### config.mk
export PLATFORM = sky130hd
export DESIGN_NAME = inst_encoder
export DESIGN_NICKNAME = d
export VERILOG_FILES = /design/src/rtl/inst_encoder.sv
export SDC_FILE = /design/constraint.sdc
export NUM_CORES = 1
export LEC_CHECK = 0
export BUFFER_PORTS_ARGS = -buffer_cell sky130_fd_sc_hd__clkbuf_2
export CELL_PAD_IN_SITES_DETAIL_PLACEMENT = 0
export CELL_PAD_IN_SITES_GLOBAL_PLACEMENT = 2
export CORE_AREA = 5 5 125 127
export DETAILED_ROUTE_END_ITERATION = 16
export DIE_AREA = 0 0 130 132
export GPL_ROUTABILITY_DRIVEN = 0
export PLACE_DENSITY_LB_ADDON = 0.1
export SETUP_SLACK_MARGIN = 0.5
export SLEW_MARGIN = 25
export SYNTH_ARGS = -nofsm -noshare
export SYNTH_HDL_FRONTEND = slang
export SYNTH_SLANG_ARGS = --single-unit
### constraint.sdc
create_clock -name clk -period 2.7 [get_ports clk]
set_input_delay 0.27 -clock clk [delete_from_list [all_inputs] [get_ports clk]]
set_output_delay 0.27 -clock clk [all_outputs]
set_load 0.01 [all_outputs]
### src/rtl/inst_encoder.sv
// RV32IM field-level instruction encoder with legality check and output FIFO.
// Requests are encoded combinationally and captured straight into the FIFO on accept.
module inst_encoder #(
   parameter int unsigned DEPTH = 2
) (
   input  logic        clk,
   input  logic        rst_n,
   input  logic        in_valid,
   output logic        in_ready,
   input  logic [3:0]  in_class,
   input  logic [4:0]  in_rd,
   input  logic [4:0]  in_rs1,
   input  logic [4:0]  in_rs2,
   input  logic [2:0]  in_funct3,
   input  logic        in_f7b5,
   input  logic [31:0] in_imm,
   output logic        out_valid,
   input  logic        out_ready,
   output logic [31:0] out_inst,
   output logic        out_err,
   output logic [7:0]  err_count,
   output logic [15:0] inst_count
);

   localparam int unsigned PW = (DEPTH > 1) ? $clog2(DEPTH) : 1;
   localparam int unsigned CW = PW + 1;
   localparam logic [CW-1:0] DEPTH_C = CW'(DEPTH);

   typedef enum logic [3:0] {
      CLS_R      = 4'd0,
      CLS_I      = 4'd1,
      CLS_BRANCH = 4'd2,
      CLS_LOAD   = 4'd3,
      CLS_STORE  = 4'd4,
      CLS_JALR   = 4'd5,
      CLS_JAL    = 4'd6,
      CLS_AUIPC  = 4'd7,
      CLS_LUI    = 4'd8,
      CLS_RMUL   = 4'd9,
      CLS_ECALL  = 4'd10,
      CLS_EBREAK = 4'd11,
      CLS_FENCE  = 4'd12
   } cls_e;

   cls_e        cls;
   logic [31:0] enc_inst;
   logic        legal;
   logic        i_ok, b_ok, j_ok, u_ok, sh_ok, is_shift;

   logic [32:0]   mem [DEPTH];
   logic [PW-1:0] wr_ptr, rd_ptr;
   logic [CW-1:0] count;
   logic          push, pop;

   always_comb begin
      cls      = cls_e'(in_class);
      i_ok     = (in_imm[31:11] == '0) || (in_imm[31:11] == '1);
      b_ok     = ((in_imm[31:12] == '0) || (in_imm[31:12] == '1)) && !in_imm[0];
      j_ok     = ((in_imm[31:20] == '0) || (in_imm[31:20] == '1)) && !in_imm[0];
      u_ok     = (in_imm[11:0] == '0);
      sh_ok    = (in_imm[31:5] == '0);
      is_shift = (in_funct3 == 3'b001) || (in_funct3 == 3'b101);
      enc_inst = '0;
      legal    = 1'b0;
      case (cls)
         CLS_R: begin
            enc_inst = {1'b0, in_f7b5, 5'b0, in_rs2, in_rs1, in_funct3, in_rd, 7'b0110011};
            legal    = 1'b1;
         end
         CLS_RMUL: begin
            enc_inst = {7'b0000001, in_rs2, in_rs1, in_funct3, in_rd, 7'b0110011};
            legal    = 1'b1;
         end
         CLS_I: begin
            if (is_shift) begin
               enc_inst = {1'b0, in_f7b5, 5'b0, in_imm[4:0], in_rs1, in_funct3, in_rd, 7'b0010011};
               legal    = sh_ok;
            end else begin
               enc_inst = {in_imm[11:0], in_rs1, in_funct3, in_rd, 7'b0010011};
               legal    = i_ok;
            end
         end
         CLS_LOAD: begin
            enc_inst = {in_imm[11:0], in_rs1, in_funct3, in_rd, 7'b0000011};
            legal    = i_ok;
         end
         CLS_STORE: begin
            enc_inst = {in_imm[11:5], in_rs2, in_rs1, in_funct3, in_imm[4:0], 7'b0100011};
            legal    = i_ok;
         end
         CLS_BRANCH: begin
            enc_inst = {in_imm[12], in_imm[10:5], in_rs2, in_rs1, in_funct3,
                        in_imm[4:1], in_imm[11], 7'b1100011};
            legal    = b_ok;
         end
         CLS_JALR: begin
            enc_inst = {in_imm[11:0], in_rs1, 3'b000, in_rd, 7'b1100111};
            legal    = i_ok;
         end
         CLS_JAL: begin
            enc_inst = {in_imm[20], in_imm[10:1], in_imm[11], in_imm[19:12], in_rd, 7'b1101111};
            legal    = j_ok;
         end
         CLS_AUIPC: begin
            enc_inst = {in_imm[31:12], in_rd, 7'b0010111};
            legal    = u_ok;
         end
         CLS_LUI: begin
            enc_inst = {in_imm[31:12], in_rd, 7'b0110111};
            legal    = u_ok;
         end
         CLS_ECALL: begin
            enc_inst = 32'h0000_0073;
            legal    = 1'b1;
         end
         CLS_EBREAK: begin
            enc_inst = 32'h0010_0073;
            legal    = 1'b1;
         end
         CLS_FENCE: begin
            enc_inst = 32'h0FF0_000F;
            legal    = 1'b1;
         end
         default: legal = 1'b0;
      endcase
      // Illegal requests are replaced by a canonical NOP (ADDI x0,x0,0)
      if (!legal) enc_inst = 32'h0000_0013;
   end

   assign in_ready  = (count < DEPTH_C);
   assign out_valid = (count != '0);
   assign push      = in_valid && in_ready;
   assign pop       = out_valid && out_ready;
   assign out_inst  = out_valid ? mem[rd_ptr][31:0] : '0;
   assign out_err   = out_valid ? mem[rd_ptr][32] : 1'b0;

   // Storage carries no reset; emptiness is tracked solely by count.
   always_ff @(posedge clk) begin
      if (push) mem[wr_ptr] <= {~legal, enc_inst};
   end

   always_ff @(posedge clk or negedge rst_n) begin
      if (!rst_n) begin
         wr_ptr     <= '0;
         rd_ptr     <= '0;
         count      <= '0;
         err_count  <= '0;
         inst_count <= '0;
      end else begin
         if (push) wr_ptr <= wr_ptr + PW'(1);
         if (pop) begin
            rd_ptr     <= rd_ptr + PW'(1);
            inst_count <= inst_count + 16'd1;
         end
         case ({push, pop})
            2'b10:   count <= count + CW'(1);
            2'b01:   count <= count - CW'(1);
            default: count <= count;
         endcase
         if (push && !legal && (err_count != 8'hFF)) err_count <= err_count + 8'd1;
      end
   end

endmodule

==> results.txt, run 1 <==
----------------------------------------------------
[Drt]
  Average routed wire per standard cell ... 17.7 um
  Number of DRC violations after detailed-routing iteration 0 ... 200
  First-pass iteration count of the detailed router ... 4
  Via total after detailed routing ... 3844
  Number of vias per cell after detailed routing ... 5.07
  Sum of routed wire length over all layers ... 13400 um
  Post-detailed-route count of antenna-violating nets ... 0
  Final routed DRC violation total ... 0

[Timing]
  Peak clock frequency supported by timing ... 0.485 GHz
  Final setup viols ... 0
  Number of hold violations in the final report ... 0
  Tmin final ... 2060 ps
  Fraction of the cycle the final worst path needs ... 0.763
  Final-report max-slew violation count ... 0
  Summed negative setup slack over all endpoints ... 0 ps
  Worst path setup slack after routing ... 640 ps
  Maximum clock skew at final layout ... 9.19 ps
  Max-Slew Margin vs Limit ... 0.516
  Setup repair after global routing missed its margin ... false
  Slew @ Worst Pin ... 727 ps
  Worst hold-check slack ... 303 ps

[Clock network]
  Clock input transition at the sequential cells of the worst setup and hold paths ... 60 ps
  Maximum clock insertion buffer count ... 2
  Clock sinks ... 92
  Clk root buf ... sky130_fd_sc_hd__clkbuf_16
  TritonCTS Buffers ... 9
  TritonCTS clock tree ... built
  CTS H-Tree Depth ... 3
  Clock latency of the later-clocked register in the worst-skew pair ... 350 ps

[Floorplan]
  Die outline width ... 130 um
  Initial cell density of the core ... 0.335
  FP Rows ... 44
  Number of ports placed on the die boundary ... 118
  Area enclosed by the die boundary ... 0.0172 mm^2
  Core Region ... 0.0143 mm^2
  Die Height ... 132 um

[Final layout]
  Fraction of layout instances using a drive strength above 1 ... 0.275
  Number of nets at the end of the flow ... 631
  Multi-input gate area in the final layout ... 0.00203 mm^2
  Antenna cell count ... 0
  FF+latch area ... 0.00263 mm^2
  Syn-to-layout area delta ... 23.8%
  Number of fillers in the final layout ... 1463
  Design area ... 0.00593 mm^2

[Yosys]
  Count of flip-flops with a built-in enable after synthesis ... 64
  Cells after synthesis ... 449
  Total of warnings raised by yosys ... 0
  Synth top area share ... 0.401
  Asr flop ratio synth ... 0.304
  Mean cell area of the mapped netlist ... 10.7 um^2
  Register area share after synthesis ... 0.547
  Number of distinct library cells after synthesis ... 52
  Netlist Area Pre-Place ... 0.00479 mm^2
  Synth top area cells ... sky130_fd_sc_hd__edfxtp_1 (40%), sky130_fd_sc_hd__dfrtp_1 (15%), sky130_fd_sc_hd__mux2i_1 (6.9%), sky130_fd_sc_hd__nor2_1 (6.4%), sky130_fd_sc_hd__xnor2_1 (4.2%)
  Dominant register cell in the synthesized netlist ... sky130_fd_sc_hd__edfxtp_1
  #FFs+latches synth ... 92
  Cell with the most instances after synthesis ... sky130_fd_sc_hd__nor2_1
  Leading area contributor after synthesis ... sky130_fd_sc_hd__edfxtp_1
  Post-synth top cells ... sky130_fd_sc_hd__nor2_1 (82), sky130_fd_sc_hd__edfxtp_1 (64), sky130_fd_sc_hd__mux2i_1 (33)

[Setup path]
  Worst path arrival time ... 2290 ps
  Startpoint-to-endpoint class of the critical path ... input pin to flip-flop
  Type of element launching the critical path ... input pin
  Cell with the biggest individual delay on the critical path ... sky130_fd_sc_hd__a2111oi_2
  Endpoint required time on the critical path ... 2930 ps
  Biggest cell delay along the critical path ... 410 ps
  Maximum fanout along the worst path ... 30
  Number of buffer and inverter stages on the critical path ... 1
  Critical path's top delay family ... simple AND/OR/NAND/NOR gates
  CP Capture Type ... flip-flop
  Cell-by-cell listing of the critical path ... clkbuf_2 -> nor4_1 -> nand4_1 -> a2111oi_2 -> a211oi_1 -> and3_4 -> nand2_1 -> mux2_2

[Pwr]
  Power density of the placed cells ... 849 mW/mm^2
  Highest ir drop seen on vdd ... 0.000338 V
  Leakage ... 2.50 nW

[Placement]
  Worst-case setup slack after placement ... 197 ps
  Number of buffers inserted by port buffering ... 117
  Detailed placement HPWL ... 10200 um
  Total cell area at the placement stage ... 0.00561 mm^2

[Global route]
  Layer with the highest usage ... met2
  Number of global-route vias before repair ... 3882
  Total routing usage reported by global routing ... 0.160
  GR Util met2 ... 0.238
  Remaining global-route overflow ... 0
  Global routing met3 resource utilization ... 0.0389
  First-pass GRT wire length ... 21300 um
  Grt met1 use ... 0.232
  Maximum number of pins on one net before global-route repair ... 33
  Initial antenna violation count ... 0

[Status]
  Outcome ... completed

[Flow run]
  Reported max-cap violation count ... 0

[Worst hold path]
  Type of the tightest min-delay check ... input pin to flip-flop

----------------------------------------------------
## cell usage in the layout, fill, tap and decap left out, types with 3 or more instances in the layout
cell                        synthesis  layout
sky130_fd_sc_hd__o22ai_1            7       7
sky130_fd_sc_hd__o21ai_0           12      12
sky130_fd_sc_hd__nand3_1           15      15
sky130_fd_sc_hd__ha_1               3       3
sky130_fd_sc_hd__xor2_1             5       5
sky130_fd_sc_hd__nor4_1             7       7
sky130_fd_sc_hd__nor3_1             6       6
sky130_fd_sc_hd__inv_1              8       8
sky130_fd_sc_hd__edfxtp_1          64      64
sky130_fd_sc_hd__nand2_1           27      27
sky130_fd_sc_hd__nor2_1            82      80
sky130_fd_sc_hd__nor2b_1            8       8
sky130_fd_sc_hd__clkbuf_2           0     117
sky130_fd_sc_hd__buf_4              1      16
sky130_fd_sc_hd__nand4_1            8       8
sky130_fd_sc_hd__a31oi_1            3       3
sky130_fd_sc_hd__clkbuf_16          0      10
sky130_fd_sc_hd__mux2i_1           33      33
sky130_fd_sc_hd__a22o_1             5       5
sky130_fd_sc_hd__a21oi_1           22      22
sky130_fd_sc_hd__and3_1             7       7
sky130_fd_sc_hd__dfrtp_1           28      27
sky130_fd_sc_hd__a22oi_1           16      16
sky130_fd_sc_hd__xnor2_1           23      23
## tightest hold or removal path, cell delays in order
cell	delay [ps]
sky130_fd_sc_hd__clkbuf_2	80
sky130_fd_sc_hd__nand2_1	170
sky130_fd_sc_hd__xnor2_1	90
## metal layers
metal | share of wire | up-vias
met5 | 0 | -
met4 | 0.017 | 0
met3 | 0.062 | 17
met2 | 0.44 | 118
met1 | 0.48 | 1827
li1 | - | 1882
## final cells by class
class | count | share of cell area
Multi-Input combinational cell | 324 | 0.343
Timing Repair Buffer | 134 | 0.121
Inverter | 8 | 0.00506
Sequential cell | 92 | 0.443
Clock inverter | 4 | 0.00485
Tap cell | 184 | 0.0388
Clock buffer | 12 | 0.0451
## timing repair
| item | 4_1_cts | 5_1_grt |
|---|---|---|
| setup endpoints to repair | 7 | 27 |
| setup buffers | 0 | 0 |
| cloned | 0 | 0 |
| hold endpoints to repair | 28 | 0 |
| resized for setup | 1 | 3 |
| pin swaps | 0 | 0 |
| hold buffers | 1 | 0 |
## worst paths after layout
path | from | endpoint | slack [ps] | cells after the start
max in group asynchronous | rst_n | rd_ptr | 1660 | 2
max | in_imm[1] | err_count[1] | 640 | 8
min reg2reg | inst_count[15] | inst_count[15] | 480 | 1
min | out_ready | rd_ptr | 300 | 3
min in group asynchronous | rst_n | inst_count[15] | 510 | 2
max reg2reg | err_count[0] | err_count[1] | 830 | 6
## through the flow
step                total power, mW  std cells   util
global route                   5.37        758  0.415
floorplan                      3.13        450      -
CTS                            5.15        758  0.413
detailed placement             3.88        741  0.392
finish                         5.04        758  0.415
global placement               3.87        741  0.392
## kinds of logic after synthesis
family | share of synthesized area
adders and majority gates | 0.00784
other | 0.000783
xor gates and xnor gates | 0.0512
buffers and inverters | 0.0329
muxes | 0.0713
and+or+nand+nor | 0.175
AOI/OAI and AO/OA | 0.114
DFF | 0.547
## where the power goes
| group | switching [mW] | internal, mW | leakage [nW] |
|---|---|---|---|
| logic | 0.981 | 0.724 | 1.39 |
| registers | 0.253 | 1.84 | 0.961 |
| clock network | 0.531 | 0.711 | 0.149 |
## registers in the layout, indices dropped and copies added, names as in the netlist
name and cells:
wr_ptr 1, err_count 8, mem 64, rd_ptr 1, inst_count 16, count 2
(Power assumes the default switching activity.)
==> run 2: changes to the inputs <==
==> constraint.sdc (replaced) <==
create_clock -name clk -period 1.9 [get_ports clk]
set_input_delay 0.19 -clock clk [delete_from_list [all_inputs] [get_ports clk]]
set_output_delay 0.19 -clock clk [all_outputs]
set_load 0.01 [all_outputs]
==> run 2 against run 1 <==
Against the previous run: flip-flop and latch count is the same; hold slack lost 73 ps; power grew 65%; critical path depth grew 2; register-to-register slack lost 510 ps.
==> results.txt, run 2 (same netlist as run 1, synthesis figures left out) <==
----------------------------------------------------
[Setup path]
  Depth of the worst register-to-register path ... 6
  Worst flop-to-flop path endpoint ... err_count[1]
  CP Capture Type ... flip-flop
  Type of element launching the critical path ... input pin
  Maximum fanout along the worst path ... 7
  Startpoint-to-endpoint class of the critical path ... input pin to flip-flop
  Endpoint required time on the critical path ... 2090 ps
  Worst path arrival time ... 1970 ps
  Launch instance of the worst register-to-register path ... err_count[0]
  Slack of the worst reg-to-reg path ... 320 ps
  Launching element of the worst setup path ... in_imm[7]
  Worst Setup EP ... mem[1][7]

[Floorplan]
  FP Rows ... 44
  Die Height ... 132 um
  Die outline width ... 130 um
  Number of ports placed on the die boundary ... 118
  Core Region ... 0.0143 mm^2
  Initial cell density of the core ... 0.335
  Area enclosed by the die boundary ... 0.0172 mm^2

[Timing]
  Tmin final ... 1770 ps
  Max-Slew Margin vs Limit ... 0.481
  Final-report max-slew violation count ... 0
  Maximum clock skew at final layout ... 11.1 ps
  Fraction of the cycle the final worst path needs ... 0.933
  Final setup viols ... 0
  Number of hold violations in the final report ... 0
  Slew @ Worst Pin ... 778 ps
  Setup repair after global routing missed its margin ... true
  Summed negative setup slack over all endpoints ... 0 ps
  Peak clock frequency supported by timing ... 0.564 GHz

[Clock network]
  Clock input transition at the sequential cells of the worst setup and hold paths ... 70 ps
  TritonCTS Buffers ... 9
  Clock latency of the later-clocked register in the worst-skew pair ... 350 ps
  Maximum clock insertion buffer count ... 2
  TritonCTS clock tree ... built
  Clock sinks ... 92
  Clk root buf ... sky130_fd_sc_hd__clkbuf_16
  CTS H-Tree Depth ... 3

[Final layout]
  Registers with the most flip-flops ... mem: 64 flops, inst_count: 16 flops, err_count: 8 flops
  Fin cells ... 844
  Antenna cell count ... 0
  Leading cell type in the layout, fill and taps excluded ... sky130_fd_sc_hd__clkbuf_2
  Syn-to-layout area delta ... 53.3%
  Max FFs per register ... 64
  Largest reg by FF count ... mem
  Commonest cells after routing, fill and taps aside ... sky130_fd_sc_hd__clkbuf_2 (91), sky130_fd_sc_hd__buf_4 (79), sky130_fd_sc_hd__edfxtp_1 (64)
  Fraction of layout instances using a drive strength above 1 ... 0.483
  Number of nets at the end of the flow ... 717

[Pwr]
  Highest ir drop seen on vdd ... 0.000514 V
  Power density of the placed cells ... 1130 mW/mm^2
  Leakage ... 3.12 nW

[Status]
  Outcome ... completed

[Global route]
  Initial antenna violation count ... 0
  First-pass GRT wire length ... 23200 um
  Total routing usage reported by global routing ... 0.174
  Remaining global-route overflow ... 0
  Number of global-route vias before repair ... 4274
  Maximum number of pins on one net before global-route repair ... 33

[Drt]
  Number of vias per cell after detailed routing ... 5.03
  Average routed wire per standard cell ... 17.8 um
  Via total after detailed routing ... 4249
  Post-detailed-route count of antenna-violating nets ... 0
  Final routed DRC violation total ... 0
  Sum of routed wire length over all layers ... 15000 um
  First-pass iteration count of the detailed router ... 4
  Number of DRC violations after detailed-routing iteration 0 ... 312

[Placement]
  Detailed placement HPWL ... 10800 um
  Placed cell count ... 801
  Number of buffers inserted by port buffering ... 117

[Worst hold path]
  Type of the tightest min-delay check ... input pin to flip-flop

[Flow run]
  Reported max-cap violation count ... 0

----------------------------------------------------
-- run 2: critical path, cell delays in order --
cell                        delay (ps)
sky130_fd_sc_hd__buf_8             100
sky130_fd_sc_hd__nor4_4            250
sky130_fd_sc_hd__buf_4             170
sky130_fd_sc_hd__nand4_1           180
sky130_fd_sc_hd__a2111oi_4         350
sky130_fd_sc_hd__a211oi_2           80
sky130_fd_sc_hd__and3_4            230
sky130_fd_sc_hd__buf_12            150
sky130_fd_sc_hd__buf_12            130
sky130_fd_sc_hd__nor2_2            140
-- run 2: repair_timing --
action | CTS | global route
endpoints found under the setup margin | 167 | 135
gates cloned | 2 | 3
setup buffers | 12 | 9
hold buffers | 1 | 0
gates resized for setup | 59 | 100
hold endpoints to repair | 28 | 0
pin swaps | 16 | 27
-- run 2: layout make-up --
cell class / count / area [um^2]
Inverter: 8 / 32.5
Clock inverter: 4 / 35.0
Multi-Input combinational cell: 326 / 2550
Timing Repair Buffer: 218 / 1590
Clock buffer: 12 / 279
Sequential cell: 92 / 2630
Tap cell: 184 / 230
Fill cell: 1339 / 6970
-- run 2: worst min path at each step --
stage / startpoint / end / slack [ps] / cells past startpoint
after global placement: rst_n / inst_count[14] / 290 / 1
after detailed placement: rst_n / inst_count[14] / 300 / 1
after CTS: in_rd[1] / mem[1][8] / 230 / 3
final: in_funct3[2] / mem[0][14] / 230 / 3
after global routing: in_funct3[2] / mem[1][14] / 240 / 3
after floorplan: rst_n / count[0] / -110 / 0
-- run 2: through the flow --
step | setup slack (ps) | power, mW | area, um^2 | util | hold slack, ps
after floorplan | 4.81 | 4.51 | 4850 | - | -106
after global placement | -380 | 5.75 | 6160 | 0.431 | 291
after detailed placement | -421 | 5.79 | 6160 | 0.431 | 305
after CTS | 184 | 7.97 | 6840 | 0.478 | 232
after global routing | 54.4 | 8.78 | 7340 | 0.513 | 243
final | 126 | 8.31 | 7340 | 0.513 | 230
-- run 2: power breakdown --
part / internal (mW) / switching (mW)
Clock: 1.06 / 0.800
Combinational: 1.70 / 1.84
Sequential: 2.61 / 0.291
Total: 5.38 / 2.93
-- run 2: per-layer routing --
layer	global-route usage	wire length (um)	part of all wire
met2	0.278	7220	0.48
met5	0	0	0
met4	0.0618	287	0.019
met1	0.240	6900	0.46
met3	0.0271	643	0.043
==> run 3: changes to the inputs <==
--- a/config.mk
+++ b/config.mk
@@ -8,12 +8,12 @@
 export BUFFER_PORTS_ARGS = -buffer_cell sky130_fd_sc_hd__clkbuf_2
 export CELL_PAD_IN_SITES_DETAIL_PLACEMENT = 0
 export CELL_PAD_IN_SITES_GLOBAL_PLACEMENT = 2
-export CORE_AREA = 5 5 125 127
+export CORE_AREA = 5 5 139 115
 export DETAILED_ROUTE_END_ITERATION = 16
-export DIE_AREA = 0 0 130 132
+export DIE_AREA = 0 0 144 120
 export GPL_ROUTABILITY_DRIVEN = 0
 export PLACE_DENSITY_LB_ADDON = 0.1
-export SETUP_SLACK_MARGIN = 0.5
+export SETUP_SLACK_MARGIN = 0.1
 export SLEW_MARGIN = 25
 export SYNTH_ARGS = -nofsm -noshare
 export SYNTH_HDL_FRONTEND = slang
==> run 3 against run 2 <==
Against the previous run: wire length is 10% lower; power down 8.0%; register-to-register slack worse by 90 ps; critical path type unchanged; largest cell class unchanged; flip-flop and latch count did not move; combinational power shrank 21%; non-clock buffer count shrank 25; global-route usage fell by 1.5 points; critical path depth is 1 lower; first-iteration DRC count shrank 27%; clock-buffer cell count stayed put; clock power rose by 8%.
==> results.txt, run 3 (same netlist as run 1, synthesis figures left out) <==
----------------------------------------------------
[Pwr]
  Power after layout ... 7.65 mW
  Clock power share ... 0.261
  Leakage ... 2.82 nW
  Net switching power ... 2.59 mW
  Internal Power ... 5.05 mW
  Power density of the placed cells ... 1170 mW/mm^2
  Sw frac ... 0.339
  Combinational Power Share ... 0.365
  Part of the total power dissipated in sequential elements ... 0.374
  Highest ir drop seen on vdd ... 0.000477 V

[Final layout]
  Largest reg by FF count ... mem
  Syn-to-layout area delta ... 36.1%
  Registers with the most flip-flops ... mem: 64 flops, inst_count: 16 flops, err_count: 8 flops
  Core utilization of the finished layout ... 0.448
  Leading cell type in the layout, fill and taps excluded ... sky130_fd_sc_hd__clkbuf_2
  Commonest cells after routing, fill and taps aside ... sky130_fd_sc_hd__clkbuf_2 (117), sky130_fd_sc_hd__nor2_1 (79), sky130_fd_sc_hd__buf_4 (71)
  Antenna cell count ... 0
  Fraction of layout instances using a drive strength above 1 ... 0.360
  Design area ... 0.00652 mm^2
  Number of nets at the end of the flow ... 690
  Max FFs per register ... 64

[Timing]
  Summed negative setup slack over all endpoints ... 0 ps
  Max-Slew Margin vs Limit ... 0.512
  Number of hold violations in the final report ... 0
  Setup repair after global routing missed its margin ... true
  Final-report max-slew violation count ... 0
  Tmin final ... 1800 ps
  Peak clock frequency supported by timing ... 0.556 GHz
  Slew @ Worst Pin ... 732 ps
  Maximum clock skew at final layout ... 4.39 ps
  Fraction of the cycle the final worst path needs ... 0.947
  Worst path setup slack after routing ... 102 ps
  Final setup viols ... 0

[Floorplan]
  Core Region ... 0.0146 mm^2
  FP Rows ... 40
  Die outline width ... 144 um
  Area enclosed by the die boundary ... 0.0173 mm^2
  Die Height ... 120 um
  Initial cell density of the core ... 0.329
  Number of ports placed on the die boundary ... 118

[Flow run]
  Reported max-cap violation count ... 0

[Setup path]
  Cell with the biggest individual delay on the critical path ... sky130_fd_sc_hd__o41ai_2
  Endpoint required time on the critical path ... 2060 ps
  Startpoint-to-endpoint class of the critical path ... input pin to flip-flop
  Cell-by-cell listing of the critical path ... clkbuf_2 -> nor4_1 -> buf_4 -> nand2_1 -> o41ai_2 -> a211oi_1 -> and3_4 -> buf_12 -> nor4b_4
  Type of element launching the critical path ... input pin
  Worst path arrival time ... 1960 ps
  Slack of the worst reg-to-reg path ... 230 ps
  CP Capture Type ... flip-flop
  Biggest cell delay along the critical path ... 340 ps
  Maximum fanout along the worst path ... 18

[Clock network]
  Clk root buf ... sky130_fd_sc_hd__clkbuf_16
  Clock sinks ... 92
  TritonCTS clock tree ... built
  Clock input transition at the sequential cells of the worst setup and hold paths ... 60 ps
  CTS H-Tree Depth ... 3
  TritonCTS Buffers ... 9
  Clock latency of the later-clocked register in the worst-skew pair ... 340 ps
  Maximum clock insertion buffer count ... 2

[Placement]
  Total cell area at the placement stage ... 0.00606 mm^2
  Number of buffers inserted by port buffering ... 117
  Worst-case setup slack after placement ... -500 ps
  Detailed placement HPWL ... 10300 um

[Drt]
  Average routed wire per standard cell ... 16.4 um
  Via total after detailed routing ... 3997
  First-pass iteration count of the detailed router ... 4
  Sum of routed wire length over all layers ... 13500 um
  Post-detailed-route count of antenna-violating nets ... 0
  Number of vias per cell after detailed routing ... 4.86
  Number of DRC violations after detailed-routing iteration 0 ... 229
  Final routed DRC violation total ... 0

[Global route]
  Total routing usage reported by global routing ... 0.159
  Number of global-route vias before repair ... 3988
  Maximum number of pins on one net before global-route repair ... 33
  Initial antenna violation count ... 0
  Remaining global-route overflow ... 0
  First-pass GRT wire length ... 21500 um

[Status]
  Outcome ... completed

[Worst hold path]
  Type of the tightest min-delay check ... input pin to flip-flop

----------------------------------------------------
[run 3: cell count changes in the layout (fill, tap and decap cells not counted), sizes merged]
| cell | previous run | this run |
|---|---|---|
| clkbuf | 107 | 129 |
| and3 | 10 | 8 |
| buf | 122 | 75 |
| inv | 11 | 10 |
| bufinv | 0 | 1 |
[run 3: critical path, delay by kind of cell]
family	cells	cell delay [ps]
simple gates	4	910
buf+inv	3	430
compound gates	2	420
[run 3: metal layers]
metal,share of wire,up-vias,global-route usage
li1,-,1995,-
met1,0.51,1888,0.242
met2,0.42,103,0.223
met3,0.062,11,0.0418
met4,0.0097,0,0.0400
met5,0,-,0
[run 3: final cells by class]
| class | instances | area [um^2] |
|---|---|---|
| timing repair buffer | 193 | 1200 |
| tap | 189 | 236 |
| multi-input combinational | 324 | 2080 |
| clock buffer | 12 | 289 |
| sequential | 92 | 2620 |
| clock inverter | 4 | 58.8 |
| fill | 1459 | 8040 |
| inverter | 8 | 30.0 |
[run 3: power by group through the flow]
| stage | sequential (mW) | clock, mW | combinational, mW |
|---|---|---|---|
| detailed placement | 2.92 | 0 | 2.77 |
| global placement | 2.90 | 0 | 2.74 |
| global route | 2.92 | 2.14 | 3.09 |
| finish | 2.86 | 2.00 | 2.79 |
| floorplan | 2.87 | 0 | 1.58 |
| CTS | 2.88 | 2.07 | 2.80 |
[run 3: worst paths after layout]
path                                      from             end  cells after the start
worst max-delay path                in_imm[13]       mem[1][3]                      9
min in group asynchronous                rst_n  inst_count[14]                      2
worst min register to register  inst_count[15]  inst_count[15]                      1
worst min-delay path                 out_ready          rd_ptr                      3
max in group asynchronous                rst_n          rd_ptr                      2
worst max register to register    err_count[0]    err_count[2]                      7
[run 3: through the flow]
step / std cells / hold slack (ps)
after global routing: 822 / 242
after floorplan: 450 / -106
after detailed placement: 800 / 294
final: 822 / 237
after CTS: 819 / 220
after global placement: 800 / 276
[run 3: what timing repair did]
item,in CTS,in global routing
pin swaps,5,2
setup endpoints to repair,74,97
gates resized for setup,6,8
endpoints found under the hold margin,28,0
setup buffers,2,3
hold buffers,1,0
